### config.mk
export PLATFORM = sky130hd
export DESIGN_NAME = spi_reg_bridge
export DESIGN_NICKNAME = d
export VERILOG_FILES = /design/src/rtl/spi_reg_bridge.sv
export SDC_FILE = /design/constraint.sdc
export NUM_CORES = 1
export LEC_CHECK = 0
export CAP_MARGIN = 20
export CORE_ASPECT_RATIO = 1.1
export CORE_MARGIN = 5
export CORE_UTILIZATION = 35
export CTS_BUF_LIST = sky130_fd_sc_hd__clkbuf_8
export DETAILED_ROUTE_END_ITERATION = 8
export GPL_TIMING_DRIVEN = 0
export PLACE_DENSITY = 0.59
export SYNTH_ARGS = -nofsm -noshare
export SYNTH_HDL_FRONTEND = slang
export SYNTH_SLANG_ARGS = --single-unit
### constraint.sdc
create_clock -name clk -period 2.55 [get_ports clk]
set_input_delay 0.765 -clock clk [delete_from_list [all_inputs] [get_ports clk]]
set_output_delay 0.765 -clock clk [all_outputs]
set_load 0.05 [all_outputs]
### src/rtl/spi_reg_bridge.sv
// SPI mode-0 slave that turns 48-bit command/address/data frames into single-cycle
// register-bus reads and writes. All SPI pins are oversampled into the clk domain.
module spi_reg_bridge #(
  parameter int SYNC_STAGES = 2,
  parameter int RD_CMD_BIT  = 7
) (
  input  logic        clk,
  input  logic        rst_n,
  input  logic        spi_sclk,
  input  logic        spi_cs_n,
  input  logic        spi_mosi,
  output logic        spi_miso,
  output logic        spi_miso_oe,
  output logic [7:0]  reg_addr,
  output logic [31:0] reg_wdata,
  output logic        reg_write,
  output logic        reg_read,
  input  logic [31:0] reg_rdata,
  output logic        busy,
  output logic        frame_done,
  output logic        frame_err
);

  typedef enum logic [2:0] {IDLE, CMD, ADDR, DATA, DONE} state_e;

  localparam logic [5:0] LAST_BIT = 6'd48;

  logic [SYNC_STAGES-1:0] sclk_sync_q, cs_sync_q, mosi_sync_q;
  logic                   sclk_prev_q, cs_prev_q;

  // NOTE: the synchronisers are deliberately left out of reset so they keep tracking
  // the pins while rst_n is low; a reset chain would fake a cs edge on release.
  always_ff @(posedge clk) begin
    sclk_sync_q <= {sclk_sync_q[SYNC_STAGES-2:0], spi_sclk};
    cs_sync_q   <= {cs_sync_q[SYNC_STAGES-2:0], spi_cs_n};
    mosi_sync_q <= {mosi_sync_q[SYNC_STAGES-2:0], spi_mosi};
    sclk_prev_q <= sclk_sync_q[SYNC_STAGES-1];
    cs_prev_q   <= cs_sync_q[SYNC_STAGES-1];
  end

  logic sclk_s, cs_s, mosi_s;
  logic sclk_rise, sclk_fall, cs_rise, cs_fall;

  assign sclk_s    = sclk_sync_q[SYNC_STAGES-1];
  assign cs_s      = cs_sync_q[SYNC_STAGES-1];
  assign mosi_s    = mosi_sync_q[SYNC_STAGES-1];
  assign sclk_rise = sclk_s & ~sclk_prev_q;
  assign sclk_fall = ~sclk_s & sclk_prev_q;
  assign cs_rise   = cs_s & ~cs_prev_q;
  assign cs_fall   = ~cs_s & cs_prev_q;

  state_e      state_q;
  logic [5:0]  bit_cnt_q;
  logic [31:0] shift_q;
  logic [31:0] miso_sr_q;
  logic        is_read_q;
  logic        rd_pend_q;
  logic        wr_pend_q;
  logic        spi_miso_q;
  logic [7:0]  reg_addr_q;
  logic [31:0] reg_wdata_q;
  logic        reg_write_q, reg_read_q, frame_done_q, frame_err_q;

  logic        in_frame, bit_take;
  logic [5:0]  bit_cnt_d;
  logic [31:0] shift_d;

  // The counter saturates at 48; later sclk edges in the same frame are dropped.
  assign in_frame  = (state_q != IDLE);
  assign bit_take  = in_frame & sclk_rise & (bit_cnt_q < LAST_BIT);
  assign bit_cnt_d = bit_take ? bit_cnt_q + 6'd1 : bit_cnt_q;
  assign shift_d   = {shift_q[30:0], mosi_s};

  // NOTE: every register here is state, so only non-blocking assignments are used;
  // later statements in the block deliberately override earlier defaults.
  always_ff @(posedge clk) begin
    if (!rst_n) begin
      state_q      <= IDLE;
      bit_cnt_q    <= '0;
      shift_q      <= '0;
      miso_sr_q    <= '0;
      is_read_q    <= 1'b0;
      rd_pend_q    <= 1'b0;
      wr_pend_q    <= 1'b0;
      spi_miso_q   <= 1'b0;
      reg_addr_q   <= '0;
      reg_wdata_q  <= '0;
      reg_write_q  <= 1'b0;
      reg_read_q   <= 1'b0;
      frame_done_q <= 1'b0;
      frame_err_q  <= 1'b0;
    end else begin
      reg_read_q   <= 1'b0;
      wr_pend_q    <= 1'b0;
      reg_write_q  <= wr_pend_q;
      frame_done_q <= 1'b0;
      frame_err_q  <= 1'b0;
      rd_pend_q    <= reg_read_q;

      // Register file answers one cycle after the read strobe.
      if (rd_pend_q && in_frame) miso_sr_q <= reg_rdata;

      if (bit_take) begin
        shift_q   <= shift_d;
        bit_cnt_q <= bit_cnt_d;
        case (bit_cnt_d)
          6'd8: begin
            is_read_q <= shift_d[RD_CMD_BIT];
            state_q   <= ADDR;
          end
          6'd16: begin
            reg_addr_q <= shift_d[7:0];
            reg_read_q <= is_read_q;
            state_q    <= DATA;
          end
          LAST_BIT: begin
            state_q <= DONE;
            if (!is_read_q) begin
              reg_wdata_q <= shift_d;
              wr_pend_q   <= 1'b1;
            end
          end
          default: ;
        endcase
      end

      // Falling edges 16..47 present rdata[31] down to rdata[0].
      if (in_frame && sclk_fall && is_read_q && bit_cnt_q >= 6'd16 && bit_cnt_q < LAST_BIT) begin
        spi_miso_q <= miso_sr_q[31];
        miso_sr_q  <= {miso_sr_q[30:0], 1'b0};
      end

      // A bit arriving with cs release is counted before the frame is judged.
      if (in_frame && cs_rise) begin
        state_q    <= IDLE;
        spi_miso_q <= 1'b0;
        if (bit_cnt_d == LAST_BIT) begin
          frame_done_q <= 1'b1;
        end else if (bit_cnt_d != 6'd0) begin
          frame_err_q <= 1'b1;
          miso_sr_q   <= '0;
          rd_pend_q   <= 1'b0;
        end
      end

      if (cs_fall) begin
        state_q    <= CMD;
        bit_cnt_q  <= '0;
        shift_q    <= '0;
        miso_sr_q  <= '0;
        is_read_q  <= 1'b0;
        rd_pend_q  <= 1'b0;
        spi_miso_q <= 1'b0;
      end
    end
  end

  assign busy        = in_frame;
  assign spi_miso_oe = in_frame;
  assign spi_miso    = spi_miso_q;
  assign reg_addr    = reg_addr_q;
  assign reg_wdata   = reg_wdata_q;
  assign reg_write   = reg_write_q;
  assign reg_read    = reg_read_q;
  assign frame_done  = frame_done_q;
  assign frame_err   = frame_err_q;

endmodule

### Word level (Yosys, flattened, before mapping)

Cells that the tools add are included.

* flip-flop bits (word level): 128
* bits of input ports: 37
* output and inout port bits: 47
* logic and storage cells: 77

* add/sub/neg operators: 1
* order comparisons: 2
* equal/unequal tests: 3
* mux-type cells: 16
* bitwise gates (word level): 13
* reductions and logical operators: 22

Operators with widths (count)
* $mux W32: 5
* $reduce_and A2 Y1: 5
* $mux W1: 9
* $pmux W3 S3: 1
* $reduce_and A3 Y1: 3
* $reduce_bool A3 Y1: 3
* $not A1 Y1: 7
* $add A6 B1 Y6 const B: 1
* $and A1 B1 Y1: 6
* $eq A6 B4 Y1 const B: 1
* $eq A6 B5 Y1 const B: 1
* $eq A6 B6 Y1 const B: 1
* $ge A6 B5 Y1 const B: 1
* $logic_and A1 B1 Y1: 6
* $lt A6 B6 Y1 const B: 1
* $mux W6: 1
* $reduce_bool A6 Y1: 1
* $reduce_or A3 Y1: 2
* $reduce_bool A5 Y1: 1
* $reduce_or A2 Y1: 1

### Logic depth before layout (Yosys ltp)

Gate-level depths: netlist of the first run.

* word-level depth: 10
* mapped depth: 10
* gate-level depth less buffers: 7

### Least setup slack after synthesis of the first run

OpenSTA, ideal clock, no wires.

* kind: reg-to-reg
* from: register state_q[2]
* to: register miso_sr_q[12]
* library setup time: 147 ps
* arrival: 1816 ps
* data required time: 2403 ps
* path slack: 588 ps
* stages on the path, launching flop included: 10
* buffers on the path: 2
* period minus slack after synthesis: 1962 ps
* cells stage by stage: dfxtp_1 > nor3_4 > inv_4 > nand3b_4 > buf_6 > o21a_1 > o311a_4 > a31oi_4 > buf_6 > a211oi_2

* word-level cells in the longest chain between the ends: 9
* elaborated cells on any way between the ends: 17
* classes of those cells: eq/ne: 1; mux: 6; bitwise: 2; reduce/logical: 8

RTL lines
* start, declared: RTL line 52 `state_e state_q;`
* start signal, assigned: RTL line 78 `state_q <= IDLE;`
* start signal, assigned: RTL line 109 `state_q <= ADDR;`
* start signal, assigned: RTL line 114 `state_q <= DATA;`
* $reduce_bool A3 Y1 *: RTL line 69 `assign in_frame = (state_q != IDLE);`
* named net busy: RTL line 19 `output logic busy,`
* parallel branches: the longest is 7 deep, another holds $mux W32
* $mux W32 *: RTL line 134 `if (in_frame && cs_rise) begin`
* end signal, assigned: RTL line 101 `if (rd_pend_q && in_frame) miso_sr_q <= reg_rdata;`
* end signal, assigned: RTL line 130 `miso_sr_q <= {miso_sr_q[30:0], 1'b0};`
* end, declared: RTL line 55 `logic [31:0] miso_sr_q;`

Mark *: on every way through the listed nets, which the timed path passes.
A chain may end at the register's enable or synchronous reset.

### Worst setup path in the final report of the first run

* from: register reg_wdata_q[3] (netlist: reg_wdata[3])
* to: output port reg_wdata[3]

RTL lines
* start, declared: RTL line 61 `logic [31:0] reg_wdata_q;`
* start signal, assigned: RTL line 119 `reg_wdata_q <= shift_d;`
* end, declared: RTL line 15 `output logic [31:0] reg_wdata,`

No word-level cell between the ends.

==> out/metrics.cfg, run 1 <==
[clocking]
htreeDepth = 4
clock_latency_ps = 440
cts_tree = done
cts_hold_buf = 0
clockRootBuffer = clkbuf_8
cts_buffers = 17
clock_sinks = 128
cts.path.max_buffers = 2
path_clk_slew_ps = 70

[layout]
regArea_mm2 = 0.00256
area_growth_pct = 29.6
nNetsFinal = 706
drive_gt1_share_pct = 11.0
stdcell_count = 872
diodes = 0
nFillCells = 1418
multi_input_area_mm2 = 0.00229
final_area_mm2 = 0.00664

[critical_path]
crit_path_max_incr_delay_ps = 830
end_kind = primary output
path_delay_family = buffers and inverters
cp_max_fo = 2
worstPathArrival_ps = 1650
critPathKind = flip-flop to primary output
required_ps = 1790
start_kind = flip-flop
crit_buf_inv = 1
ff2ff_setup_slack_ps = 240
cp_slowest_cell = clkdlybuf4s50_1
path_cells = clkdlybuf4s50_1

[synth]
synth_area_leaders = dfxtp_1, nand2_1, mux2i_1
synth_warnings = 0
synth_fp_nets = 603
synthAdderAreaFrac_pct = 0.244
yosysUniqueCellTypes = 49
ys_ff_latch = 128
synth_top_family_by_area = simple AND/OR/NAND/NOR gates
avgSynthCellArea_um2 = 9.06
synth-compound-area-share_pct = 15.7
async_flop_share_pct = 0
synth_edf_count = 0
synth_most_common_cell = dfxtp_1
ys.flop_type = dfxtp_1
synth_area_leader_cell = dfxtp_1
yosys.area_share.xor_xnor_pct = 1.03
syn-cell-area_mm2 = 0.00512
synth_top_cells_by_count = dfxtp_1, nand2_1, nor2_1, mux2i_1, a21oi_1
synthMuxAreaShare_pct = 8.28
seq_area_frac_synth_pct = 50.0
yosys.area_share.simple_pct = 19.5
netlist_instances = 565
yosys.area.top_type_share_pct = 50.0

[min_path]
hold_path_class = flip-flop to flip-flop

[grt]
grt_max_degree = 17
grt_pass1_wl_mm = 20.5
antenna_found_initial = 0
globalRouteTotalUtil_pct = 14.8
grt-ovfl-total = 0
first_global_vias = 4219

[route]
drt-vias-per-instance = 4.88
dr.pass1.iters = 4
routed.top_layer = met4
dr_wl_met3_um = 510
route.met2.wl_mm = 6.01
wl_per_cell_um = 14.3
drc = 0
vias = 4256
met1_length_mm = 5.72
routed_wl_mm = 12.4
drt_iter0_drc = 148
ant_nets = 0

[timing]
tightest_slew_ps = 658
clock_skew_ps = 9.73
timing.fmax_ghz = 0.414
drv_slew = 0
hold_viol = 0
finalCriticalPeriod_ps = 2420
rsz0062_at_grt = false
slew_headroom_pct = 56.2
post-route-period-util_pct = 94.8
setup_viol = 0

[placement]
place.gp.congestion = 0.781
portBuffers = 82
place_area_mm2 = 0.00618
placed_cells = 839
hpwl_mm = 8.93

[floorplan]
core_area_mm2 = 0.0144
pin_count = 84
start_util_pct = 35.6
die_x_um = 125
fp.dieArea_mm2 = 0.0172
die_h_um = 137
fp-row-count = 46

[run]
cap_violations = 0

[pwr]
p_per_area_mw_per_mm2 = 624
p_leak_nw = 2.59
peakVddDrop_uv = 300

[outcome]
outcome = complete, no violations

-- layout make-up --
class,count,share of cell area [%]
well taps,192,3.62
inverters,4,0.264
multi-input cells,389,34.5
flip-flops and latches,128,38.6
clock buffers,21,4.36
plain buffers,44,3.81
repair buffers,84,12.5
clock inverters,10,2.38
-- logic make-up after synthesis --
logic type / after synthesis
AO/OA/AOI/OAI: 120
XOR/XNOR: 6
adder cells (fa/ha/maj): 1
buffers and inverters: 48
flip-flops: 128
multiplexers: 42
AND/OR/NAND/NOR: 220
-- layout by cell type, fill, tap and decap left out, drive strengths merged, types with 5 or more instances in the layout --
cell type,instances
clkbuf,40
mux2i,42
nor2,48
buf,28
nand2,112
a21oi,39
nand3,34
clkdlybuf4s50,80
o21ai,36
a211oi,31
nand2b,5
dfxtp,128
-- layer usage --
layer / global-route usage, % / vias to the layer above
met5: 0 / -
met3: 5.00 / 15
met4: 5.30 / 0
met2: 25.4 / 83
met1: 17.4 / 1994
li1: - / 2164
-- worst reg2reg max path, stage by stage (launching register included) --
cell and delay (ps):
dfxtp_1 460, ha_1 180, buf_2 170, and3b_1 170, o21ai_0 90, mux2i_2 330, nand4b_1 210, buf_4 250
buf_6 160, nand3_1 80, o21ai_0 100
-- power breakdown --
| group | switching [mW] | leakage [nW] | internal [mW] |
|---|---|---|---|
| Combinational | 0.0995 | 1.34 | 0.0812 |
| Clock | 0.788 | 0.220 | 1.16 |
| Sequential | 0.00532 | 1.03 | 2.01 |
-- flip-flops by register name, summed over array words and instances (netlist names), 2 cells and up --
| name | cells |
|---|---|
| miso_sr_q | 32 |
| reg_wdata | 32 |
| shift_q | 31 |
| reg_addr | 8 |
| bit_cnt_q | 6 |
| state_q | 3 |
| cs_sync_q | 2 |
| mosi_sync_q | 2 |
| sclk_sync_q | 2 |
-- path summary, 6_finish.rpt --
kind,startpoint,end,cells after the start
max,reg_wdata[3],reg_wdata[3],1
min,cs_sync_q[0],cs_sync_q[1],0
max reg2reg,bit_cnt_q[0],reg_wdata[0],10
min reg2reg,cs_sync_q[0],cs_sync_q[1],0
-- metrics by stage --
step / power (mW) / TNS, ps / util [%] / hold WS, ps / setup WS [ps]
3_3_place_gp: 2.24 / 0 / 43.0 / 320 / 209
5_1_grt: 4.30 / 0 / 46.1 / 350 / 47.3
3_5_place_dp: 2.24 / 0 / 43.0 / 321 / 180
4_1_cts: 4.20 / -50.9 / 46.0 / 343 / -50.9
2_1_floorplan: 2.15 / 0 / - / 310 / 588
6_report: 4.14 / 0 / 46.1 / 338 / 134
-- timing repair --
action	in CTS	in global routing
endpoints found under the setup margin	2	1
pin swaps	0	1
resized for setup	2	2
gates cloned	0	0
setup buffers	0	2
Power figures use the tool's default switching activity.
==> inputs of run 2 (changes only) <==
- CELL_PAD_IN_SITES_DETAIL_PLACEMENT: not set -> 1
- CELL_PAD_IN_SITES_GLOBAL_PLACEMENT: not set -> 2
- CORE_MARGIN: 5 -> 1.5
- CORE_UTILIZATION: 35 -> 33
- PLACE_DENSITY: 0.59 -> 0.84
==> out/metrics.cfg, run 2 (synthesized netlist as in run 1, its figures left out) <==
[outcome]
outcome = complete, no violations

[clocking]
cts_hold_buf = 0  ; unchanged
clock_latency_ps = 440  ; about the same
cts_buffers = 17  ; unchanged
cts_tree = done
cts.path.max_buffers = 2  ; unchanged
clock_sinks = 128  ; unchanged
path_clk_slew_ps = 70  ; about the same
clockRootBuffer = clkbuf_8
htreeDepth = 4  ; unchanged

[route]
ant_nets = 0  ; unchanged
dr.pass1.iters = 4  ; unchanged
routed_wl_mm = 13.5  ; +8.9%
wl_per_cell_um = 15.5  ; +8.5%
vias = 4359  ; +2.4%
drt_iter0_drc = 140  ; -5.4%
drt-vias-per-instance = 4.98  ; +2.1%
drc = 0  ; unchanged

[layout]
mostFrequentLayoutCells = dfxtp_1, nand2_1, clkdlybuf4s50_1
nFillCells = 1781  ; +26%
drive_gt1_share_pct = 10.6  ; -0.43 points
utilization_pct = 43.9  ; -2.2 points
final_area_mm2 = 0.00663  ; about the same
diodes = 0  ; unchanged
area_growth_pct = 29.5  ; about the same
nNetsFinal = 707  ; +0.14%
final_common_cell = dfxtp_1

[timing]
rsz0062_at_grt = false
tightest_slew_ps = 646  ; -11.3 ps
slew_headroom_pct = 56.9  ; +0.75 points
finalCriticalPeriod_ps = 2400  ; -18.2 ps
clock_skew_ps = 10.0  ; +0.285 ps
drv_slew = 0  ; unchanged
post-route-period-util_pct = 94.0  ; -0.71 points
setup_viol = 0  ; unchanged
hold_viol = 0  ; unchanged
timing.fmax_ghz = 0.417  ; +0.76%

[grt]
grt_pass1_wl_mm = 22.4  ; +9.6%
globalRouteTotalUtil_pct = 17.5  ; +2.7 points
grt-ovfl-total = 0  ; unchanged
grt_max_degree = 17  ; unchanged
antenna_found_initial = 0  ; unchanged
first_global_vias = 4584  ; +8.7%

[floorplan]
pin_count = 84  ; unchanged
die_x_um = 122  ; -2.8%
core_area_mm2 = 0.0151  ; +5.0%
start_util_pct = 33.9  ; -1.7 points
fp.dieArea_mm2 = 0.0163  ; -5.1%
die_h_um = 134  ; -2.3%
fp-row-count = 47  ; +2.2%

[critical_path]
reg2reg_depth = 8  ; -2
cp.depth = 1  ; unchanged
crit_path_max_incr_delay_ps = 830  ; about the same
crit_buf_inv = 1  ; unchanged
required_ps = 1790  ; about the same
path_delay_family = buffers and inverters
cp_slowest_cell = clkdlybuf4s50_1
cp_max_fo = 2  ; unchanged
path_cells = clkdlybuf4s50_1
worstPathArrival_ps = 1630  ; -20 ps
start_kind = flip-flop
critPathKind = flip-flop to primary output
end_kind = primary output

[min_path]
whs_path_depth = 0  ; unchanged
hold_path_class = flip-flop to flip-flop

[placement]
place_area_mm2 = 0.00619  ; about the same
hpwl_mm = 9.86  ; +10%
place.gp.congestion = 0.798  ; +2.2%
portBuffers = 82  ; unchanged

[run]
cap_violations = 0  ; unchanged

[pwr]
p_leak_nw = 2.61  ; +0.52%
peakVddDrop_uv = 222  ; -26%
p_per_area_mw_per_mm2 = 616  ; -1.2%

## run 2: changes by cell type in the layout (fill, tap and decap cells not counted)
cell,before,now
clkinvlp_4,3,0
clkbuf_2,1,0
inv_1,2,4
o311ai_1,0,1
buf_4,5,7
o311ai_0,2,1
clkinv_2,3,2
## run 2: cell type report
cell class              instances  area, µm²  area share (%)
well taps                     196        245            3.70
repair buffers                 85        840            12.7
flip-flops and latches        128       2560            38.6
clock inverters                 8        138            2.08
clock buffers                  21        289            4.36
inverters                       4       17.5           0.264
multi-input cells             389       2290            34.5
plain buffers                  44        253            3.81
## run 2: through the flow
step | power [mW] | setup TNS (ps) | hold slack, ps | setup slack, ps | instances
6_report | 4.09 | 0 | 330 | 152 | 875
5_1_grt | 4.24 | 0 | 348 | 40.7 | 875
4_1_cts | 4.15 | -49.9 | 335 | -49.9 | 872
3_5_place_dp | 2.24 | 0 | 315 | 173 | 843
3_3_place_gp | 2.24 | 0 | 320 | 200 | 843
2_1_floorplan | 2.15 | 0 | 310 | 588 | 565
## run 2: power by group
group / total, mW / leakage, nW / switching [mW] / internal, mW
sequential: 2.01 / 1.03 / 0.00494 / 2.01
combinational: 0.182 / 1.35 / 0.102 / 0.0806
clock: 1.89 / 0.226 / 0.749 / 1.14
## run 2: layer usage
layer	track usage [%]	wire, µm
met2	30.1	6650
met1	20.5	6030
met4	6.86	251
met5	0	0
met3	4.97	597
## run 2: worst paths after layout
path	startpoint	slack, ps	to
worst min-delay path	cs_sync_q[0]	330	cs_sync_q[1]
worst max register to register	bit_cnt_q[0]	300	miso_sr_q[4]
worst min register to register	cs_sync_q[0]	330	cs_sync_q[1]
worst max-delay path	reg_wdata[2]	150	reg_wdata[2]
## run 2: repair_timing
action                     in CTS  in global routing
buffers inserted                0                  3
hold endpoints to repair        0                  0
pin swaps                       0                  1
setup endpoints to repair       2                 10
gates resized for setup         2                  2
gates cloned                    0                  0
